===== config.mk =====
export PLATFORM = sky130hd
export DESIGN_NAME = ps2_cmd_scheduler_flat
export DESIGN_NICKNAME = d
export VERILOG_FILES = /design/src/rtl/ps2_pkg.sv /design/src/rtl/ps2_cmd_scheduler_if.sv /design/src/rtl/ps2_rr_arbiter.sv /design/src/rtl/ps2_cmd_scheduler.sv /design/src/flat_wrapper.sv
export SDC_FILE = /design/constraint.sdc
export NUM_CORES = 1
export LEC_CHECK = 0
export BUFFER_PORTS_ARGS = -buffer_cell sky130_fd_sc_hd__buf_2
export CAP_MARGIN = 20
export CORE_MARGIN = 8
export CORE_UTILIZATION = 30
export DETAILED_ROUTE_END_ITERATION = 16
export PLACE_DENSITY = 0.48
export SETUP_SLACK_MARGIN = 0.15
export SYNTH_ARGS = -nofsm -noshare
export SYNTH_HDL_FRONTEND = slang
export SYNTH_SLANG_ARGS = --single-unit

===== constraint.sdc =====
create_clock -name clk_25MHz -period 1.9 [get_ports clk_25MHz]
set_input_delay 0.19 -clock clk_25MHz [delete_from_list [all_inputs] [get_ports clk_25MHz]]
set_output_delay 0.19 -clock clk_25MHz [all_outputs]
set_load 0.1 [all_outputs]

===== src/rtl/ps2_pkg.sv =====
// Shared PS/2 definitions: protocol byte constants and the command
// scheduler's state encoding.
package ps2_pkg;

  localparam logic [7:0] CMD_EN_REPORTING = 8'hF4;
  localparam logic [7:0] CMD_RESET        = 8'hFF;
  localparam logic [7:0] RSP_ACK          = 8'hFA;
  localparam logic [7:0] RSP_RESEND       = 8'hFE;
  localparam logic [7:0] RSP_ERROR        = 8'hFC;
  localparam logic [7:0] RSP_BAT_OK       = 8'hAA;
  localparam logic [7:0] MOUSE_ID         = 8'h00;

  typedef enum logic [2:0] {
    S_IDLE      = 3'd0,
    S_WAIT_BUSY = 3'd1,
    S_WRITE     = 3'd2,
    S_WAIT_ACK  = 3'd3,
    S_DONE      = 3'd4
  } sched_state_e;

  // Bytes the scheduler consumes itself while waiting for a command reply.
  function automatic logic is_handshake(input logic [7:0] b);
    return (b == RSP_ACK) || (b == RSP_RESEND) || (b == RSP_ERROR);
  endfunction

endpackage


===== src/rtl/ps2_cmd_scheduler_if.sv =====
// Bundle of requester, transmitter, receiver and forwarding signals around
// the PS/2 command scheduler.
//
// Handshakes: req is a level held by a requester until its one-cycle done or
// fail pulse; write is a one-cycle strobe issued only while busy is low;
// rx_valid and fwd_valid are one-cycle strobes qualifying their data bytes.
interface ps2_cmd_scheduler_if;
  logic [1:0] req;
  logic [7:0] cmd0;
  logic [7:0] cmd1;
  logic [1:0] done;
  logic [1:0] fail;
  logic       owner;
  logic       active;
  logic [7:0] tx_data;
  logic       write;
  logic       busy;
  logic       tx_err;
  logic [7:0] rx_byte;
  logic       rx_valid;
  logic       rx_err;
  logic [7:0] fwd_byte;
  logic       fwd_valid;

  modport master (
    input  req, cmd0, cmd1, busy, tx_err, rx_byte, rx_valid, rx_err,
    output done, fail, owner, active, tx_data, write, fwd_byte, fwd_valid
  );

  modport slave (
    output req, cmd0, cmd1, busy, tx_err, rx_byte, rx_valid, rx_err,
    input  done, fail, owner, active, tx_data, write, fwd_byte, fwd_valid
  );
endinterface


===== src/rtl/ps2_rr_arbiter.sv =====
// Two-way round-robin grant: on contention the requester not served last wins.
module ps2_rr_arbiter (
  input  logic [1:0] req,
  input  logic       last_served,
  output logic       grant,
  output logic       grant_valid
);

  // Pick a winner from the request vector and the previous winner.
  always_comb begin
    grant_valid = |req;
    grant       = 1'b0;
    if (req == 2'b11) grant = ~last_served;
    else if (req[1])  grant = 1'b1;
  end

endmodule


===== src/rtl/ps2_cmd_scheduler.sv =====
// Shares one PS/2 host transmitter between two command requesters, handles
// resend/error replies with bounded retries and a reply timeout, and forwards
// all non-handshake received bytes to the mouse packet path.
module ps2_cmd_scheduler
  import ps2_pkg::*;
#(
  parameter  int ACK_TIMEOUT = 500000,
  parameter  int MAX_RETRY   = 3,
  localparam int TW          = $clog2(ACK_TIMEOUT),
  localparam int RW          = $clog2(MAX_RETRY + 1)
) (
  input  logic                 clk_25MHz,
  input  logic                 reset,
  ps2_cmd_scheduler_if.master  bus,
  output sched_state_e         state_dbg,
  output logic [RW-1:0]        retry_dbg
);

  sched_state_e   state, state_n;
  logic [7:0]     tx_data_q;
  logic           owner_q;
  logic           last_served_q;
  logic           ok_q;
  logic [RW-1:0]  retry_cnt;
  logic [TW-1:0]  tmo_cnt;
  logic           grant, grant_valid;
  logic           tmo_hit;
  logic           resend_ev;
  logic           retry_inc;
  logic           set_ok;
  logic           set_fail;
  logic           fwd_take;

  ps2_rr_arbiter u_arb (
    .req         (bus.req),
    .last_served (last_served_q),
    .grant       (grant),
    .grant_valid (grant_valid)
  );

  assign tmo_hit = (tmo_cnt == TW'(ACK_TIMEOUT - 1));

  // State register; reset drops any transaction in flight without a pulse.
  always_ff @(posedge clk_25MHz or posedge reset) begin
    if (reset) state <= S_IDLE;
    else       state <= state_n;
  end

  // Next-state decode and reply classification in WAIT_ACK.
  // Priority within one cycle: received byte, rx_err, tx_err, timeout.
  always_comb begin
    state_n   = state;
    resend_ev = 1'b0;
    retry_inc = 1'b0;
    set_ok    = 1'b0;
    set_fail  = 1'b0;
    case (state)
      S_IDLE:      if (grant_valid) state_n = S_WAIT_BUSY;
      S_WAIT_BUSY: if (!bus.busy) state_n = S_WRITE;
      S_WRITE:     state_n = S_WAIT_ACK;
      S_WAIT_ACK: begin
        if (bus.rx_valid) begin
          if (bus.rx_byte == RSP_ACK) begin
            state_n = S_DONE;
            set_ok  = 1'b1;
          end else if (bus.rx_byte == RSP_ERROR) begin
            state_n  = S_DONE;
            set_fail = 1'b1;
          end else if (bus.rx_byte == RSP_RESEND) begin
            resend_ev = 1'b1;
          end
        end else if (bus.rx_err || bus.tx_err || tmo_hit) begin
          resend_ev = 1'b1;
        end
        if (resend_ev) begin
          if (retry_cnt < RW'(MAX_RETRY)) begin
            state_n   = S_WAIT_BUSY;
            retry_inc = 1'b1;
          end else begin
            state_n  = S_DONE;
            set_fail = 1'b1;
          end
        end
      end
      S_DONE:      state_n = S_IDLE;
      default:     state_n = S_IDLE;
    endcase
  end

  // Transaction context: grant, command byte, retries, outcome, fairness.
  always_ff @(posedge clk_25MHz or posedge reset) begin
    if (reset) begin
      tx_data_q     <= 8'h00;
      owner_q       <= 1'b0;
      last_served_q <= 1'b1;
      ok_q          <= 1'b0;
      retry_cnt     <= '0;
    end else begin
      if (state == S_IDLE && grant_valid) begin
        owner_q   <= grant;
        tx_data_q <= grant ? bus.cmd1 : bus.cmd0;
        retry_cnt <= '0;
      end
      if (retry_inc) retry_cnt <= retry_cnt + 1'b1;
      if (set_ok)    ok_q <= 1'b1;
      if (set_fail)  ok_q <= 1'b0;
      if (state == S_DONE) last_served_q <= owner_q;
    end
  end

  // Reply timeout: restarted by each write, saturating at its limit.
  always_ff @(posedge clk_25MHz or posedge reset) begin
    if (reset)                              tmo_cnt <= '0;
    else if (state == S_WRITE)              tmo_cnt <= '0;
    else if (state == S_WAIT_ACK && !tmo_hit) tmo_cnt <= tmo_cnt + 1'b1;
  end

  assign fwd_take = bus.rx_valid &&
                    !(state == S_WAIT_ACK && is_handshake(bus.rx_byte));

  // Forward received bytes one cycle later unless consumed as a reply.
  always_ff @(posedge clk_25MHz or posedge reset) begin
    if (reset) begin
      bus.fwd_valid <= 1'b0;
      bus.fwd_byte  <= 8'h00;
    end else begin
      bus.fwd_valid <= fwd_take;
      if (fwd_take) bus.fwd_byte <= bus.rx_byte;
    end
  end

  assign bus.tx_data = tx_data_q;
  assign bus.owner   = owner_q;
  assign bus.write   = (state == S_WRITE);
  assign bus.active  = (state != S_IDLE);
  assign bus.done    = (state == S_DONE &&  ok_q) ? (owner_q ? 2'b10 : 2'b01) : 2'b00;
  assign bus.fail    = (state == S_DONE && !ok_q) ? (owner_q ? 2'b10 : 2'b01) : 2'b00;
  assign state_dbg   = state;
  assign retry_dbg   = retry_cnt;

endmodule


===== src/flat_wrapper.sv =====
// flat-port wrapper written by rule: the top's interface ports become plain ports
module ps2_cmd_scheduler_flat import ps2_pkg::*;
#(
  parameter  int ACK_TIMEOUT = 500000,
  parameter  int MAX_RETRY   = 3,
  localparam int TW          = $clog2(ACK_TIMEOUT),
  localparam int RW          = $clog2(MAX_RETRY + 1)
)
  (clk_25MHz, reset, state_dbg, retry_dbg, bus_req, bus_cmd0, bus_cmd1, bus_busy, bus_tx_err, bus_rx_byte, bus_rx_valid, bus_rx_err, bus_done, bus_fail, bus_owner, bus_active, bus_tx_data, bus_write, bus_fwd_byte, bus_fwd_valid);
  ps2_cmd_scheduler_if bus_i ();
  input  logic clk_25MHz;
  input  logic reset;
  output sched_state_e state_dbg;
  output logic [RW-1:0] retry_dbg;
  input wire logic [$bits(bus_i.req)-1:0] bus_req;
  input wire logic [$bits(bus_i.cmd0)-1:0] bus_cmd0;
  input wire logic [$bits(bus_i.cmd1)-1:0] bus_cmd1;
  input wire logic [$bits(bus_i.busy)-1:0] bus_busy;
  input wire logic [$bits(bus_i.tx_err)-1:0] bus_tx_err;
  input wire logic [$bits(bus_i.rx_byte)-1:0] bus_rx_byte;
  input wire logic [$bits(bus_i.rx_valid)-1:0] bus_rx_valid;
  input wire logic [$bits(bus_i.rx_err)-1:0] bus_rx_err;
  output wire logic [$bits(bus_i.done)-1:0] bus_done;
  output wire logic [$bits(bus_i.fail)-1:0] bus_fail;
  output wire logic [$bits(bus_i.owner)-1:0] bus_owner;
  output wire logic [$bits(bus_i.active)-1:0] bus_active;
  output wire logic [$bits(bus_i.tx_data)-1:0] bus_tx_data;
  output wire logic [$bits(bus_i.write)-1:0] bus_write;
  output wire logic [$bits(bus_i.fwd_byte)-1:0] bus_fwd_byte;
  output wire logic [$bits(bus_i.fwd_valid)-1:0] bus_fwd_valid;
  assign bus_i.req = bus_req;
  assign bus_i.cmd0 = bus_cmd0;
  assign bus_i.cmd1 = bus_cmd1;
  assign bus_i.busy = bus_busy;
  assign bus_i.tx_err = bus_tx_err;
  assign bus_i.rx_byte = bus_rx_byte;
  assign bus_i.rx_valid = bus_rx_valid;
  assign bus_i.rx_err = bus_rx_err;
  assign bus_done = bus_i.done;
  assign bus_fail = bus_i.fail;
  assign bus_owner = bus_i.owner;
  assign bus_active = bus_i.active;
  assign bus_tx_data = bus_i.tx_data;
  assign bus_write = bus_i.write;
  assign bus_fwd_byte = bus_i.fwd_byte;
  assign bus_fwd_valid = bus_i.fwd_valid;
  ps2_cmd_scheduler #(.ACK_TIMEOUT(ACK_TIMEOUT), .MAX_RETRY(MAX_RETRY)) u_core (.clk_25MHz(clk_25MHz), .reset(reset), .bus(bus_i), .state_dbg(state_dbg), .retry_dbg(retry_dbg));
endmodule

After elaboration in Yosys (flattened, before gate mapping)
Cells that the tools add are included.
{"block": "classes", "add_sub_neg": 2, "order_cmp": 1, "n_eq_ne": 13, "n_mux": 38, "bitwise_logic": 1, "n_reduce_logical": 20}
{"op": "19-bit 2-to-1 mux", "count": 2}
{"op": "8-bit == test, second input constant", "count": 3}
{"op": "1-bit 2-to-1 mux", "count": 22}
{"op": "3-bit 2-to-1 mux", "count": 7}
{"op": "19-bit by 1-bit adder with 19-bit output, second input constant", "count": 1}
{"op": "19-bit == test, second input constant", "count": 1}
{"op": "3-bit case mux with 4 select lines", "count": 1}
{"op": "2-bit 2-to-1 mux", "count": 5}
{"op": "8-bit 2-to-1 mux", "count": 1}
{"op": "3-bit by 2-bit == test with 1-bit output, second input constant", "count": 2}
{"op": "1-bit logical AND", "count": 6}
{"op": "2-bit nonzero test", "count": 3}
{"op": "1-bit logical OR", "count": 4}
{"op": "4-bit inequality test, second input constant", "count": 1}
{"op": "4-bit AND reduction", "count": 1}
{"op": "3-bit by 1-bit == test with 1-bit output, second input constant", "count": 1}
{"op": "3-bit == test, second input constant", "count": 1}
{"op": "1-bit logical NOT", "count": 3}
{"op": "3-bit logical NOT", "count": 1}
{"op": "3-bit inequality test, second input constant", "count": 1}
{"op": "3-bit nonzero test", "count": 1}
{"op": "2-bit by 1-bit adder with 2-bit output, second input constant", "count": 1}
{"op": "2-bit == test, second input constant", "count": 1}
{"op": "2-bit < comparator, second input constant", "count": 1}
{"op": "other kinds (4)", "count": 4}
{"block": "totals", "register_bits": 44, "input_bits": 32, "output_inout_bits": 29}

Depth between registers and ports, before layout
{"block": "depth", "depth_word": 9, "ltp_mapped": 6, "depth_no_buf": 6}

Hierarchy
From an unflattened synthesis, not the netlist that was laid out.
{"block": "hier_totals", "hier_cells": 225, "hier_area_um2": 2250.9}
{"module": "ps2_cmd_scheduler", "instances": 1, "cells_each": 223, "area_each_um2": 2237.1, "seq_area_each_um2": 1102.3}
{"module": "ps2_rr_arbiter", "instances": 1, "cells_each": 2, "area_each_um2": 13.8, "seq_area_each_um2": 0.0}

Worst setup path before layout
No wires, ideal clock.
{"block": "synth_path", "kind": "flip-flop to output port", "startpoint": "register u_core.state[0], in the netlist u_core.state_dbg[0]", "endpoint": "output bus_fail[0]", "arrival_time_ns": 3.255, "path_slack_ns": -1.545, "path_stages_with_launch": 4, "path_buffers": 0, "path_cell_list": "dfrtp_1 nor2_1 nand2_1 nor3_1"}
{"block": "synth_via", "elab_chain_len": 3}
{"item": "start, declared", "line": "ps2_cmd_scheduler.sv:19", "source": "sched_state_e state, state_n;"}
{"item": "start signal, assigned", "line": "ps2_cmd_scheduler.sv:46", "source": "else state <= state_n;"}
{"item": "3-bit == test", "line": "ps2_cmd_scheduler.sv:137", "source": "assign bus.fail = (state == S_DONE && !ok_q) ? (owner_q ? 2'b10 : 2'b01) : 2'b00;"}
{"item": "1-bit logical AND", "line": "ps2_cmd_scheduler.sv:137"}
{"item": "2-bit 2-to-1 mux", "line": "ps2_cmd_scheduler.sv:137"}
{"item": "end, declared", "line": "flat_wrapper.sv:24", "source": "output wire logic [$bits(bus_i.fail)-1:0] bus_fail;"}
No other way between the ends.

Worst setup path after layout
{"block": "layout_path", "startpoint": "register u_core.state[0], in the netlist u_core.state_dbg[0]", "endpoint": "output bus_done[0]"}
{"block": "layout_via", "elab_chain_len": 3}
{"item": "3-bit == test", "line": "ps2_cmd_scheduler.sv:136", "source": "assign bus.done = (state == S_DONE && ok_q) ? (owner_q ? 2'b10 : 2'b01) : 2'b00;"}
{"item": "1-bit logical AND", "line": "ps2_cmd_scheduler.sv:136"}
{"item": "2-bit 2-to-1 mux", "line": "ps2_cmd_scheduler.sv:136"}
{"item": "end, declared", "line": "flat_wrapper.sv:23", "source": "output wire logic [$bits(bus_i.done)-1:0] bus_done;"}
No other way between the ends.

==> impl_metrics.json <==
{
  "synthXorXnorAreaFrac_pct": 3.85,
  "antenna_found_initial": 0,
  "wl_per_cell_um": 14.2,
  "synth_enable_flop_cells": 0,
  "num_antenna_cells": 0,
  "gp_congestion": 0.757,
  "pwr-share-comb_pct": 56.2,
  "yosysTopAreaCell": "dfrtp_1",
  "first_pass_iters": 4,
  "dpl.cell_count": 383,
  "ys_ff_latch": 44,
  "leakagePower_nw": 1.43,
  "clock.fmax_mhz": 583,
  "r2r_setup_slack_ns": 0.23,
  "die_x_um": 103,
  "final.setup.worst_slack_ns": 0.185,
  "grt_usage_pct": 11.6,
  "root_buffer": "clkbuf_8",
  "filler_cell_count": 761,
  "path_clk_slew_ns": 0.09,
  "synth_flop_cell": "dfrtp_1",
  "critPathRequiredTime_ns": 1.71,
  "grt_overflow": 0,
  "numCtsBuffers": 5,
  "cp.arrival_ns": 1.53,
  "port_buffers": 60,
  "end_kind": "output port",
  "cts_tree": "yes",
  "synthArstFlopShare_pct": 100,
  "cts_sinks": 44,
  "p_int_mw": 2.07,
  "fin_tns_setup_ns": 0,
  "synthSimpleGateAreaFrac_pct": 25.7,
  "cap_violations": 0,
  "min_period_over_period_pct": 90.3,
  "syn_nets": 255,
  "worstSetupPathType": "reg2out",
  "synth_area_um2": 2270,
  "finalSetupViolCount": 0,
  "rsz0062_at_grt": "yes",
  "ioPinCount": 61,
  "slew_headroom_pct": 66.9,
  "pwr_density_cell_nw_per_um2": 1440,
  "worst-path-max-fanout": 8,
  "final_cell_mix": "buf_2, dfrtp_1, nor2_1",
  "hpwl_um": 4210,
  "avgSynthCellArea_um2": 10.3,
  "hp-class": "in2reg",
  "synth_top_family_by_area": "simple AND/OR/NAND/NOR gates",
  "vdd_ir_drop_max_mv": 1.09,
  "via_per_inst": 4.75,
  "layout_min_cycle_time_ns": 1.72,
  "drc": 0,
  "grt_max_degree": 45,
  "final_cells": 403,
  "seq_area_frac_synth_pct": 48.5,
  "grt_pass1_vias": 2016,
  "synth_area_leaders": "dfrtp_1, nor2_1, mux2i_1",
  "fin_nets": 337,
  "hold_violations": 0,
  "tightest_slew_ns": 0.500,
  "switching_power_mw": 2.44,
  "synth-compound-area-share_pct": 9.36,
  "via_count": 1914,
  "initialDrtViolationCount": 99,
  "yosysWarnings": 0,
  "dp_slack_ns": 0.132,
  "status": "finished, final reports clean",
  "rows": 31,
  "seqPwrFrac_pct": 30.0,
  "coreArea_um2": 7290,
  "htreeDepth": 2,
  "ys_types": 48,
  "cts_buffer_depth": 2,
  "p_sw_share_pct": 54.1,
  "clk_latency_ns": 0.30,
  "synth_mux_area_share_pct": 8.87,
  "dieArea_um2": 10600,
  "dieHeight_um": 103,
  "clkPwrFrac_pct": 13.8,
  "cp-start-kind": "flop",
  "grt_pass1_wl_um": 9750,
  "area_growth_pct": 37.5,
  "wl_um": 5730,
  "worst_clock_skew_ns": 0.00744,
  "drv_slew": 0,
  "synthAdderAreaFrac_pct": 1.10,
  "ant_nets": 0,
  "syn_inst": 221,
  "mostFrequentLayoutCell": "buf_2",
  "synth_top_area_share_pct": 47.4,
  "initial_utilization_pct": 31.2,
  "drive_above_1_share_pct": 44.1
}
cell type report:
type / count / area [µm²] / share of cell area (%)
inverters: 8 / 35.0 / 1.12
clock inverters: 1 / 7.51 / 0.240
well taps: 99 / 124 / 3.96
multi-input cells: 163 / 1210 / 38.7
clock buffers: 7 / 86.3 / 2.76
repair buffers: 81 / 542 / 17.3
flip-flops and latches: 44 / 1120 / 35.8
stage by stage:
| step | hold WS, ns | total power [mW] | util [%] | cell area, µm² |
|---|---|---|---|---|
| after detailed placement | 0.250 | 3.75 | 39.3 | 2870 |
| after global placement | 0.247 | 3.74 | 39.3 | 2870 |
| after global routing | 0.131 | 4.76 | 42.8 | 3120 |
| final | 0.136 | 4.51 | 42.8 | 3120 |
| after CTS | 0.128 | 4.41 | 40.9 | 2980 |
| after floorplan | 0.340 | 3.30 | - | 2350 |
kinds of logic (layout without fill, tap and decap cells):
group	after synthesis	after routing
xor gates and xnor gates	10	10
adders and majority gates	2	2
DFF	44	44
and+or+nand+nor	100	100
AOI/OAI and AO/OA	32	32
buffers and inverters	14	97
muxes	19	19
timing repair:
action / CTS / global route
endpoints found under the hold margin: 43 / 0
setup buffers: 1 / 10
resized for setup: 2 / 15
hold buffers: 1 / 0
pin swaps: 0 / 8
endpoints found under the setup margin: 2 / 17
cells in the mapped netlist, types with 3 or more instances:
| master | instances |
|---|---|
| a21oi_1 | 10 |
| and2_1 | 3 |
| buf_2 | 3 |
| nor2_1 | 29 |
| o21ai_0 | 6 |
| xor2_1 | 8 |
| nand3_1 | 16 |
| nand4_1 | 8 |
| mux2i_1 | 10 |
| nor3_1 | 4 |
| nand2_1 | 16 |
| o31ai_1 | 3 |
| o211ai_1 | 4 |
| mux2_2 | 8 |
| dfrtp_1 | 43 |
| inv_1 | 6 |
| and3_1 | 5 |
per-layer routing:
metal  vias to the layer above  track usage, %  routed length [µm]
met1                       904            14.1                2590
met3                         6            4.12                 351
li1                        955               -                   -
met5                         -               0                   0
met2                        49            19.0                2730
met4                         0            3.00                  59
worst paths after layout:
check,startpoint,to,depth (start not counted)
max in group asynchronous,reset,u_core.last_served_q$_DFFE_PP1N_,4
setup reg to reg,u_core.tmo_cnt[9]$_DFFE_PP0P_,u_core.retry_dbg[1]$_DFFE_PP0P_,5
hold reg to reg,u_core.last_served_q$_DFFE_PP1N_,u_core.last_served_q$_DFFE_PP1N_,2
setup / recovery,u_core.state_dbg[0]$_DFFE_PP0P_,bus_done[0],5
min in group asynchronous,reset,u_core.bus.fwd_byte[3]$_DFFE_PP0P_,4
hold / removal,bus_rx_byte[5],u_core.bus.fwd_byte[5]$_DFFE_PP0P_,2
power groups by stage:
stage | clock network [mW] | logic (mW) | registers [mW]
after floorplan | 0 | 0.823 | 2.48
after global placement | 0 | 2.37 | 1.38
after detailed placement | 0 | 2.37 | 1.38
after CTS | 0.649 | 2.40 | 1.37
after global routing | 0.686 | 2.69 | 1.39
final | 0.624 | 2.54 | 1.35
sequential cells by signal (all words and copies together) (netlist names):
name,flops
u_core.tmo_cnt,19
u_core.bus.fwd_byte,8
u_core.bus.tx_data,8
u_core.state_dbg,3
u_core.retry_dbg,2
u_core.bus.fwd_valid,1
u_core.bus.owner,1
u_core.last_served_q,1
u_core.ok_q,1
critical path, stage by stage, from the launching register on:
cell and delay, ns:
dfrtp_4 0.53, nor2_4 0.14, and2_4 0.16, nand2_2 0.06, nor2_4 0.14, buf_12 0.18
Power figures use the tool's default switching activity.
